**config.mk**
```make
export PLATFORM = sky130hd
export DESIGN_NAME = pipe_addsub
export DESIGN_NICKNAME = d
export VERILOG_FILES = /design/src/rtl/pipe_addsub.sv
export SDC_FILE = /design/constraint.sdc
export NUM_CORES = 1
export LEC_CHECK = 0
export ABC_AREA = 1
export CAP_MARGIN = 10
export CORE_ASPECT_RATIO = 1.5
export CORE_MARGIN = 5
export CORE_UTILIZATION = 35
export CTS_CLUSTER_SIZE = 24
export DETAILED_ROUTE_END_ITERATION = 10
export GPL_ROUTABILITY_DRIVEN = 0
export PLACE_DENSITY = 0.52
export SKIP_CTS_REPAIR_TIMING = 1
export SLEW_MARGIN = 20
export SYNTH_ARGS = -nofsm -noshare
export SYNTH_HDL_FRONTEND = slang
export SYNTH_SLANG_ARGS = --single-unit
```
**constraint.sdc**
```tcl
create_clock -name clk -period 7.7 [get_ports clk]
set_input_delay 1.155 -clock clk [delete_from_list [all_inputs] [get_ports clk]]
set_output_delay 1.155 -clock clk [all_outputs]
set_load 0.02 [all_outputs]
```
**src/rtl/pipe_addsub.sv**
```systemverilog
// Pipelined ripple-carry adder/subtractor. The operand word is cut into SLICE-bit slices and one
// slice is resolved per stage, with the carry registered between stages. Upper operand slices
// travel down the pipe shifted so the slice being worked on is always in the low bits. The result
// accumulates by shifting in from the top, so after STAGES stages every bit sits in place.
// Valid/ready on both sides. The stall is global: the whole pipe freezes when the output is held.
module pipe_addsub #(
  parameter int unsigned WIDTH = 32,
  parameter int unsigned SLICE = 8  // WIDTH must be a multiple of SLICE
) (
  input  logic             clk,
  input  logic             rst,
  input  logic             in_valid,
  output logic             in_ready,
  input  logic             op,
  input  logic [WIDTH-1:0] x,
  input  logic [WIDTH-1:0] y,
  input  logic             cin,
  output logic             out_valid,
  input  logic             out_ready,
  output logic [WIDTH-1:0] s,
  output logic             cout,
  output logic             ovf,
  output logic             zero
);

  localparam int unsigned STAGES = WIDTH / SLICE;
  localparam int unsigned LAST   = STAGES - 1;

  logic stall;

  // Combinational view of what each stage works on this cycle.
  logic [WIDTH-1:0] a_in [STAGES];
  logic [WIDTH-1:0] b_in [STAGES];
  logic [WIDTH-1:0] r_in [STAGES];
  logic             c_in [STAGES];
  logic             v_in [STAGES];
  logic [SLICE:0]   sum  [STAGES];
  logic [WIDTH-1:0] r_nx [STAGES];

  // Stage registers. The rank at LAST is the output register.
  logic [WIDTH-1:0] a_q [STAGES];
  logic [WIDTH-1:0] b_q [STAGES];
  logic [WIDTH-1:0] r_q [STAGES];
  logic             c_q [STAGES];
  logic             v_q [STAGES];

  logic ovf_d, ovf_q;
  logic zero_d, zero_q;

  assign stall    = v_q[LAST] && !out_ready;
  assign in_ready = !stall;

  for (genvar k = 0; k < STAGES; k++) begin : g_stage
    if (k == 0) begin : g_head
      // Subtract is folded in here so later stages never look at op.
      assign a_in[k] = x;
      assign b_in[k] = op ? ~y : y;
      assign c_in[k] = op ? ~cin : cin;
      assign r_in[k] = '0;
      assign v_in[k] = in_valid;
    end else begin : g_body
      assign a_in[k] = a_q[k-1];
      assign b_in[k] = b_q[k-1];
      assign c_in[k] = c_q[k-1];
      assign r_in[k] = r_q[k-1];
      assign v_in[k] = v_q[k-1];
    end

    assign sum[k]  = {1'b0, a_in[k][SLICE-1:0]} + {1'b0, b_in[k][SLICE-1:0]}
                   + {{SLICE{1'b0}}, c_in[k]};
    // New slice enters at the top; earlier slices move down one slot.
    assign r_nx[k] = (r_in[k] >> SLICE) | (WIDTH'(sum[k][SLICE-1:0]) << (WIDTH - SLICE));

    // Stage register: advance on no stall, load payload only for valid beats.
    always_ff @(posedge clk) begin
      if (rst) begin
        v_q[k] <= 1'b0;
        c_q[k] <= 1'b0;
        a_q[k] <= '0;
        b_q[k] <= '0;
        r_q[k] <= '0;
      end else if (!stall) begin
        v_q[k] <= v_in[k];
        if (v_in[k]) begin
          a_q[k] <= a_in[k] >> SLICE;
          b_q[k] <= b_in[k] >> SLICE;
          c_q[k] <= sum[k][SLICE];
          r_q[k] <= r_nx[k];
        end
      end
    end
  end

  // Final-stage flags: signed overflow when both addends share a sign the sum does not.
  always_comb begin
    ovf_d  = 1'b0;
    zero_d = 1'b0;
    ovf_d  = (a_in[LAST][SLICE-1] == b_in[LAST][SLICE-1]) &&
             (sum[LAST][SLICE-1] != a_in[LAST][SLICE-1]);
    zero_d = (r_nx[LAST] == '0);
  end

  // Flag registers, updated alongside the output rank.
  always_ff @(posedge clk) begin
    if (rst) begin
      ovf_q  <= 1'b0;
      zero_q <= 1'b0;
    end else if (!stall && v_in[LAST]) begin
      ovf_q  <= ovf_d;
      zero_q <= zero_d;
    end
  end

  assign out_valid = v_q[LAST];
  assign s         = r_q[LAST];
  assign cout      = c_q[LAST];
  assign ovf       = ovf_q;
  assign zero      = zero_q;

  // Operands have been fully consumed by the time they reach the output rank.
  logic unused_tail_ops;
  assign unused_tail_ops = ^{a_q[LAST], b_q[LAST]};

endmodule

```
Yosys cells after proc, flatten, opt, wreduce, memory -nomap -nowiden --
Memory sizes are Yosys's and may differ from the RTL's. Cells that the tools add are included.
Word-level totals: memories kept 5, register bits after elaboration 2, output and inout bits 37, logic and storage cells 91, memory bits (writable) 328, input port bits 70
Cells by class: add/subtract/negate cells 8, eq/ne operators 2, multiplexer cells 43, reduce and logical (&&, ||, !) cells 6, bitwise operators 25
Memories:
- r_q | words 4, bits a word 32, rd ports 4, clocked after Yosys merged registers in 0, wr ports 4, line 43 | logic [WIDTH-1:0] r_q [STAGES];
- a_q | words 4, bits a word 24, rd ports 3, clocked after Yosys merged registers in 0, wr ports 4, line 41 | logic [WIDTH-1:0] a_q [STAGES];
- b_q | words 4, bits a word 24, rd ports 3, clocked after Yosys merged registers in 0, wr ports 4, line 42 | logic [WIDTH-1:0] b_q [STAGES];
- c_q | words 4, bits a word 1, rd ports 4, clocked after Yosys merged registers in 0, wr ports 4, line 44 | logic c_q [STAGES];
- v_q | words 4, bits a word 1, rd ports 4, clocked after Yosys merged registers in 0, wr ports 4, line 45 | logic v_q [STAGES];
Operators by type and width (number):
- two-way mux 24 bit | 8
- two-way mux 32 bit | 5
- bitwise OR 24 x 32 -> 32 bit | 3
- adder 8 x 8 -> 9 bit | 4
- adder 9 x 1 -> 9 bit | 4
- zero test 32 bit | 1
- inverter 32 bit | 1
- two-way mux 1 bit | 30
- bitwise OR 1 bit | 20
- logical AND 1 bit | 3
- zero test 1 bit | 2
- equality test 1 bit | 1
- != test 1 bit | 1
- inverter 1 bit | 1

Longest topological paths before layout --
Gate-level depths: netlist (run 1).
word-level depth 6, depth in mapped cells 14, mapped depth without buffers 13

Worst setup path after synthesis (run 1) --
No wires, ideal clock.
path type input to register, from input port in_valid, to memory a_q[0][0] (netlist name), enable pin, cell stages on the path 2, arrival time 5292 ps, path buffers 0, slack 1858 ps, cells stage by stage inv_1 o21ai_0
RTL lines:
- start, declared | line 12 | input logic in_valid,
- end, declared | line 41

Worst setup path in the final report (run 1) --
from input port out_ready, to output port in_ready
Between the ends: cells in the longest elaborated chain, start to end 3
Ends and longest elaborated chain:
- start, declared | line 19 | input logic out_ready,
- zero test 1 bit | line 50 | assign stall = v_q[LAST] && !out_ready;
- logical AND 1 bit | line 50
- zero test 1 bit | line 51 | assign in_ready = !stall;
- end, declared | line 13 | output logic in_ready,
Every way passes these cells.

==> out/metrics.cfg, run 1 <==
[yosys]
ys.flop_type = sky130_fd_sc_hd__edfxtp_1
ys_warn_count = 0
synth.area.top_cells = sky130_fd_sc_hd__edfxtp_1, sky130_fd_sc_hd__nor2_4, sky130_fd_sc_hd__inv_1
synth_cell_types = 32
synthDominantCellAreaShare_pct = 57.49
yosysSeqAreaShare_pct = 57.91
synthArstFlopShare_pct = 0
count_of_flip_flops_with_a_built_in_enable_after_synthesis = 184
netlist.top_cell.by_area = sky130_fd_sc_hd__edfxtp_1
number_of_flip_flops_and_latches_in_the_synthesized_netlist = 186
synth_cells = 825
synth_area_um2 = 9610
synthesis.area_per_instance_um2 = 11.65
mappedNetlistNets = 931

[finish]
finalNetCount = 1042
drive_above_1_share_pct = 16.23
layout-area-overhead-vs-synth_pct = 20.39
num_antenna_cells = 0
final_util_pct = 42.50
design_area_um2 = 11570
fin_cells = 1291

[setup_path]
crit_path_start_kind = input port
required_time_worst_endpoint_ns = 6.55
crit_path_top_delay_cell = sky130_fd_sc_hd__clkdlybuf4s50_1
most_used_cell_along_the_critical_path = sky130_fd_sc_hd__clkdlybuf4s50_1
crit_path_dat_ns = 2.52
path_cells = clkdlybuf4s50_1 > nor2_4 > inv_1 > clkdlybuf4s50_1
worst-setup-path-type = in2out
max_stage_delay_ns = 0.54
ff2ff_setup_slack_ns = 5.55
cp_capture_type = output port
path_max_fanout = 7

[detailed_routing]
drt-initial-drc-count = 183
viasPerCell = 4.082
detail_route.drc_violations = 0
wl_per_cell_um = 11.58
drt-pass1-iter-count = 4
vias = 5270
postRouteWirelength_um = 14950
detail-route-antenna-nets = 0

[placement]
dpl.cell_count = 1259
placement.cell_area_um2 = 10930
detailedPlace.worstSlack_ns = 4.012
hpwl_um = 11250
io_buffers = 106

[power_and_ir_drop]
p_int_mw = 1.826
swShare_pct = 26.11
power.total_mw = 2.472
worst_ir_drop_vdd_mv = 0.1568
total_power_density_per_cell_area_nw_per_um2 = 213.7
total_switching_power_mw = 0.6455
p_seq_share_pct = 49.1
p_comb_share_pct = 13.9
leakagePower_nw = 4.530
p_clk_share_pct = 37.1

[clocking]
cts_sinks = 186
cts.root.buffer_cell = sky130_fd_sc_hd__clkbuf_16
tritoncts = built
clock_insertion_delay_worst_skew_ns = 0.43
cts_buffers = 17
cts.reportedPaths.clkPinSlew_ns = 0.07
cts.htree.levels = 4
cts-root-to-sink-buffers = 2

[timing]
rsz0062_at_grt = no
timing.final.crit_share_pct = 47.76
final_hold_viol_count = 0
final-setup-viol-count = 0
maxSlewHeadroom_pct = 44.36
holdWs_ns = 0.4847
postLayoutSetupSlackWorst_ns = 4.022
final-max-slew-violation-count = 0
final.setup_skew_ns = 0.007074
layout_min_cycle_time_ns = 3.678
fmax_ghz = 0.2719
fin_setup_tns_ns = 0
worstMarginPinSlew_ns = 0.8346

[global_route]
grt_start_max_net_pins = 58
global_route_wire_length_before_repair_um = 25330
grt_overflow_total = 0
grt_pass1_vias = 5225
number_of_antenna_violations_at_the_first_check_in_global_routing = 0
grt_use_total_pct = 10.15

[die]
io-pin-count = 107
die_wd_um = 145.3
core_area_um2 = 27220
placementRows = 74
floorplan.initialDensity_pct = 35.31
die_h_um = 212.9
floorplan.die_area_um2 = 30940

[status]
outcome = finished, final reports clean

[run]
max_cap_violations = 0

[min_path]
hold_path_class = reg2reg

## registers in the layout, summed over array words and instances (netlist names)
register and flops:
ovf 1, v_q 4, a_q 48, c_q 4, b_q 48, r_q 80
zero 1
## power by group through the flow
stage	sequential (mW)	clock, mW	combinational (mW)
3_3_place_gp	1.24	0	0.343
2_1_floorplan	1.25	0	0.235
6_report	1.21	0.916	0.343
3_5_place_dp	1.24	0	0.349
4_1_cts	1.21	0.942	0.351
5_1_grt	1.22	0.986	0.384
## layout make-up
class                      instances  area (um2)
multi-input combinational        443        3146
inverter                         177       684.4
tap                              342       427.9
clock inverter                    15       207.7
timing repair buffer             111        1114
sequential                       186        5565
fill                            2581       15650
clock buffer                      17       425.4
## layout by cell type, fill, tap and decap left out, types with 17 or more instances in the layout
| cell type | instances |
|---|---|
| sky130_fd_sc_hd__nand2_1 | 71 |
| sky130_fd_sc_hd__ha_1 | 28 |
| sky130_fd_sc_hd__a21oi_1 | 34 |
| sky130_fd_sc_hd__nor2_4 | 86 |
| sky130_fd_sc_hd__nand3_1 | 21 |
| sky130_fd_sc_hd__clkbuf_16 | 17 |
| sky130_fd_sc_hd__clkdlybuf4s50_1 | 105 |
| sky130_fd_sc_hd__edfxtp_1 | 184 |
| sky130_fd_sc_hd__inv_1 | 173 |
| sky130_fd_sc_hd__nor2_1 | 96 |
| sky130_fd_sc_hd__xnor2_1 | 27 |
## synth_stat cells, types with 8 or more instances
master,count
sky130_fd_sc_hd__edfxtp_1,184
sky130_fd_sc_hd__inv_1,173
sky130_fd_sc_hd__nor2_1,96
sky130_fd_sc_hd__nor2_4,86
sky130_fd_sc_hd__nand2_1,72
sky130_fd_sc_hd__a21oi_1,34
sky130_fd_sc_hd__ha_1,28
sky130_fd_sc_hd__xnor2_1,27
sky130_fd_sc_hd__nand3_1,21
sky130_fd_sc_hd__o21ai_0,18
sky130_fd_sc_hd__nor2_2,12
sky130_fd_sc_hd__buf_12,9
sky130_fd_sc_hd__nor3_1,9
sky130_fd_sc_hd__fa_1,8
## critical path, delay by kind of cell
kind                   cells  cell delay (ns)
and+or+nand+nor            1             0.31
buffers and inverters      3             1.05
## cell families after synthesis
| group | share of synthesized area (%) |
|---|---|
| compound gates | 3.567 |
| xor+xnor | 3.099 |
| fa+ha+maj | 5.312 |
| buf+inv | 9.738 |
| flops | 57.91 |
| simple gates | 20.37 |
## worst paths after layout
check | from | endpoint | cells past startpoint
setup / recovery | out_ready | in_ready | 4
hold / removal | zero | zero | 2
setup reg to reg | a_q[0][24] | r_q[2][30] | 11
hold reg to reg | zero | zero | 2
## metal layers
layer	up-vias	wire (um)	global-route usage, %
li1	2850	-	-
met1	2311	6300	11.78
met2	96	7858	18.28
met3	13	543	2.357
met4	0	245	3.766
met5	-	0	0
(Power assumes the default switching activity.)
==> run 2, diff against run 1 <==
--- a/config.mk
+++ b/config.mk
@@ -13,7 +13,7 @@
 export CTS_CLUSTER_SIZE = 24
 export DETAILED_ROUTE_END_ITERATION = 10
 export GPL_ROUTABILITY_DRIVEN = 0
-export PLACE_DENSITY = 0.52
+export PLACE_DENSITY = 0.54
 export SKIP_CTS_REPAIR_TIMING = 1
 export SLEW_MARGIN = 20
 export SYNTH_ARGS = -nofsm -noshare
==> constraint.sdc (replaced) <==
create_clock -name clk -period 3.15 [get_ports clk]
set_input_delay 0.4725 -clock clk [delete_from_list [all_inputs] [get_ports clk]]
set_output_delay 0.4725 -clock clk [all_outputs]
set_load 0.02 [all_outputs]
==> run 2 against run 1 <==
Effect of this change: sequential power rose by 150%; combinational power rose by 150%; sequential cell count did not move; final cell count rose by 0.85%; clock power rose by 130%; setup slack got worse by 3.2 ns; clock skew fell by 0.00099 ns; sequential share of layout area fell by 0.23 points; die area did not move; count of clock-buffer cells in the layout did not move; global-route usage barely moved; largest power group unchanged.
==> out/metrics.cfg, run 2 (synthesized netlist as in run 1, its figures left out) <==
[setup_path]
crit_path_dat_ns = 1.87
crit_path_start_kind = input port
setup.worst_path.start = out_ready
crit_path_top_delay_cell = sky130_fd_sc_hd__clkdlybuf4s50_1
cp-endpoint = in_ready
regToRegStartpoint = a_q[0][24]
cp_capture_type = output port
path_cells = clkdlybuf4s50_1 > nor2_4 > inv_1 > clkdlybuf4s50_1
most_used_cell_along_the_critical_path = sky130_fd_sc_hd__clkdlybuf4s50_1
path_max_fanout = 7
crit-reg2reg-capture = r_q[2][30]
required_time_worst_endpoint_ns = 2.68
worst-setup-path-type = in2out
max_stage_delay_ns = 0.54
ff2ff_setup_slack_ns = 1.00
r2r_cells = 11

[detailed_routing]
postRouteWirelength_um = 14790
detail-route-antenna-nets = 0
viasPerCell = 4.084
vias = 5317
detail_route.drc_violations = 0
drt-pass1-iter-count = 4
drt-initial-drc-count = 199
wl_per_cell_um = 11.36

[timing]
final-setup-viol-count = 0
final-max-slew-violation-count = 0
maxSlewHeadroom_pct = 41.46
final.setup_skew_ns = 0.006080
final_hold_viol_count = 0
rsz0062_at_grt = no
fin_setup_tns_ns = 0
fmax_ghz = 0.4266
timing.final.crit_share_pct = 74.42
worstMarginPinSlew_ns = 0.8748
layout_min_cycle_time_ns = 2.344

[clocking]
cts-root-to-sink-buffers = 2
cts.htree.levels = 4
cts_sinks = 186
cts_buffers = 17
cts.reportedPaths.clkPinSlew_ns = 0.07
tritoncts = built
cts.root.buffer_cell = sky130_fd_sc_hd__clkbuf_16
clock_insertion_delay_worst_skew_ns = 0.43

[finish]
biggestRegsByFlops = r_q: 80 flops, a_q: 48 flops, b_q: 48 flops
layout_common_cells = sky130_fd_sc_hd__edfxtp_1, sky130_fd_sc_hd__inv_1, sky130_fd_sc_hd__clkdlybuf4s50_1, sky130_fd_sc_hd__nor2_1, sky130_fd_sc_hd__nor2_4
layout-area-overhead-vs-synth_pct = 20.97
regMostFlops = r_q
most_frequent_standard_cell_in_the_layout_excluding_fill_and_tap_cells = sky130_fd_sc_hd__edfxtp_1
drive_above_1_share_pct = 17.00
finalNetCount = 1052
largest_register_ff_count = 80
final_util_pct = 42.71

[status]
outcome = finished, final reports clean

[placement]
hpwl_um = 11650
io_buffers = 106

[die]
floorplan.die_area_um2 = 30940
core_area_um2 = 27220
floorplan.initialDensity_pct = 35.31
die_wd_um = 145.3
die_h_um = 212.9
io-pin-count = 107
placementRows = 74

[run]
max_cap_violations = 0

[min_path]
hold_path_class = reg2reg
hold_path_depth = 2

[global_route]
grt_start_max_net_pins = 42
number_of_antenna_violations_at_the_first_check_in_global_routing = 0
grt_overflow_total = 0
global_route_wire_length_before_repair_um = 25450
grt_use_total_pct = 10.11
grt_pass1_vias = 5416

[power_and_ir_drop]
power.total_mw = 5.932
worst_ir_drop_vdd_mv = 0.3760
total_power_density_per_cell_area_nw_per_um2 = 510.2
leakagePower_nw = 4.568

==> run 2: changes by cell type in the layout (fill, tap and decap cells not counted), moves of 2 or more <==
cell,delta
sky130_fd_sc_hd__buf_4,+8
sky130_fd_sc_hd__buf_12,+3
sky130_fd_sc_hd__inv_6,+3
sky130_fd_sc_hd__clkinv_8,-2
==> run 2: per-stage QoR <==
stage,hold slack (ns),instances,area [um2],worst slack (ns)
final,0.4695,1302,11630,0.8058
after global placement,0.4732,1269,11030,0.4365
after detailed placement,0.4644,1269,11030,0.4207
after floorplan,0.5191,825,9618,0.1723
after CTS,0.4739,1301,11620,0.7863
after global routing,0.4849,1301,11620,0.7157
==> run 2: layer usage <==
metal  vias up  track usage [%]  wire length, um
met3        14            2.442              563
met1      2341            11.59             6147
li1       2867                -                -
met5         -                0                0
met2        95            17.98             7809
met4         0            4.442              274
==> run 2: area by class of cell <==
class / count / area [um2]
flip-flops and latches: 186 / 5565
repair buffers: 121 / 1206
diodes: 1 / 2.502
well taps: 342 / 427.9
clock buffers: 17 / 425.4
multi-input cells: 443 / 3143
fillers: 2606 / 15600
inverters: 177 / 684.4
clock inverters: 15 / 171.4
==> run 2: worst min-delay path by stage <==
stage | from | endpoint | slack, ns
2_1_floorplan | a_q[0][39] | a_q[1][7] | 0.52
3_3_place_gp | ovf | ovf | 0.47
3_5_place_dp | ovf | ovf | 0.46
4_1_cts | ovf | ovf | 0.47
5_1_grt | zero | zero | 0.48
6_report | zero | zero | 0.47
==> run 2: worst max-delay path: cells and delay by family <==
family,cells,cell delay [ns]
buf+inv,3,1.05
simple gates,1,0.34
==> run 2: power breakdown <==
| group | internal [mW] | switching [mW] |
|---|---|---|
| registers | 2.91 | 0.0546 |
| logic | 0.337 | 0.509 |
| clock network | 1.14 | 0.982 |
| total | 4.39 | 1.54 |
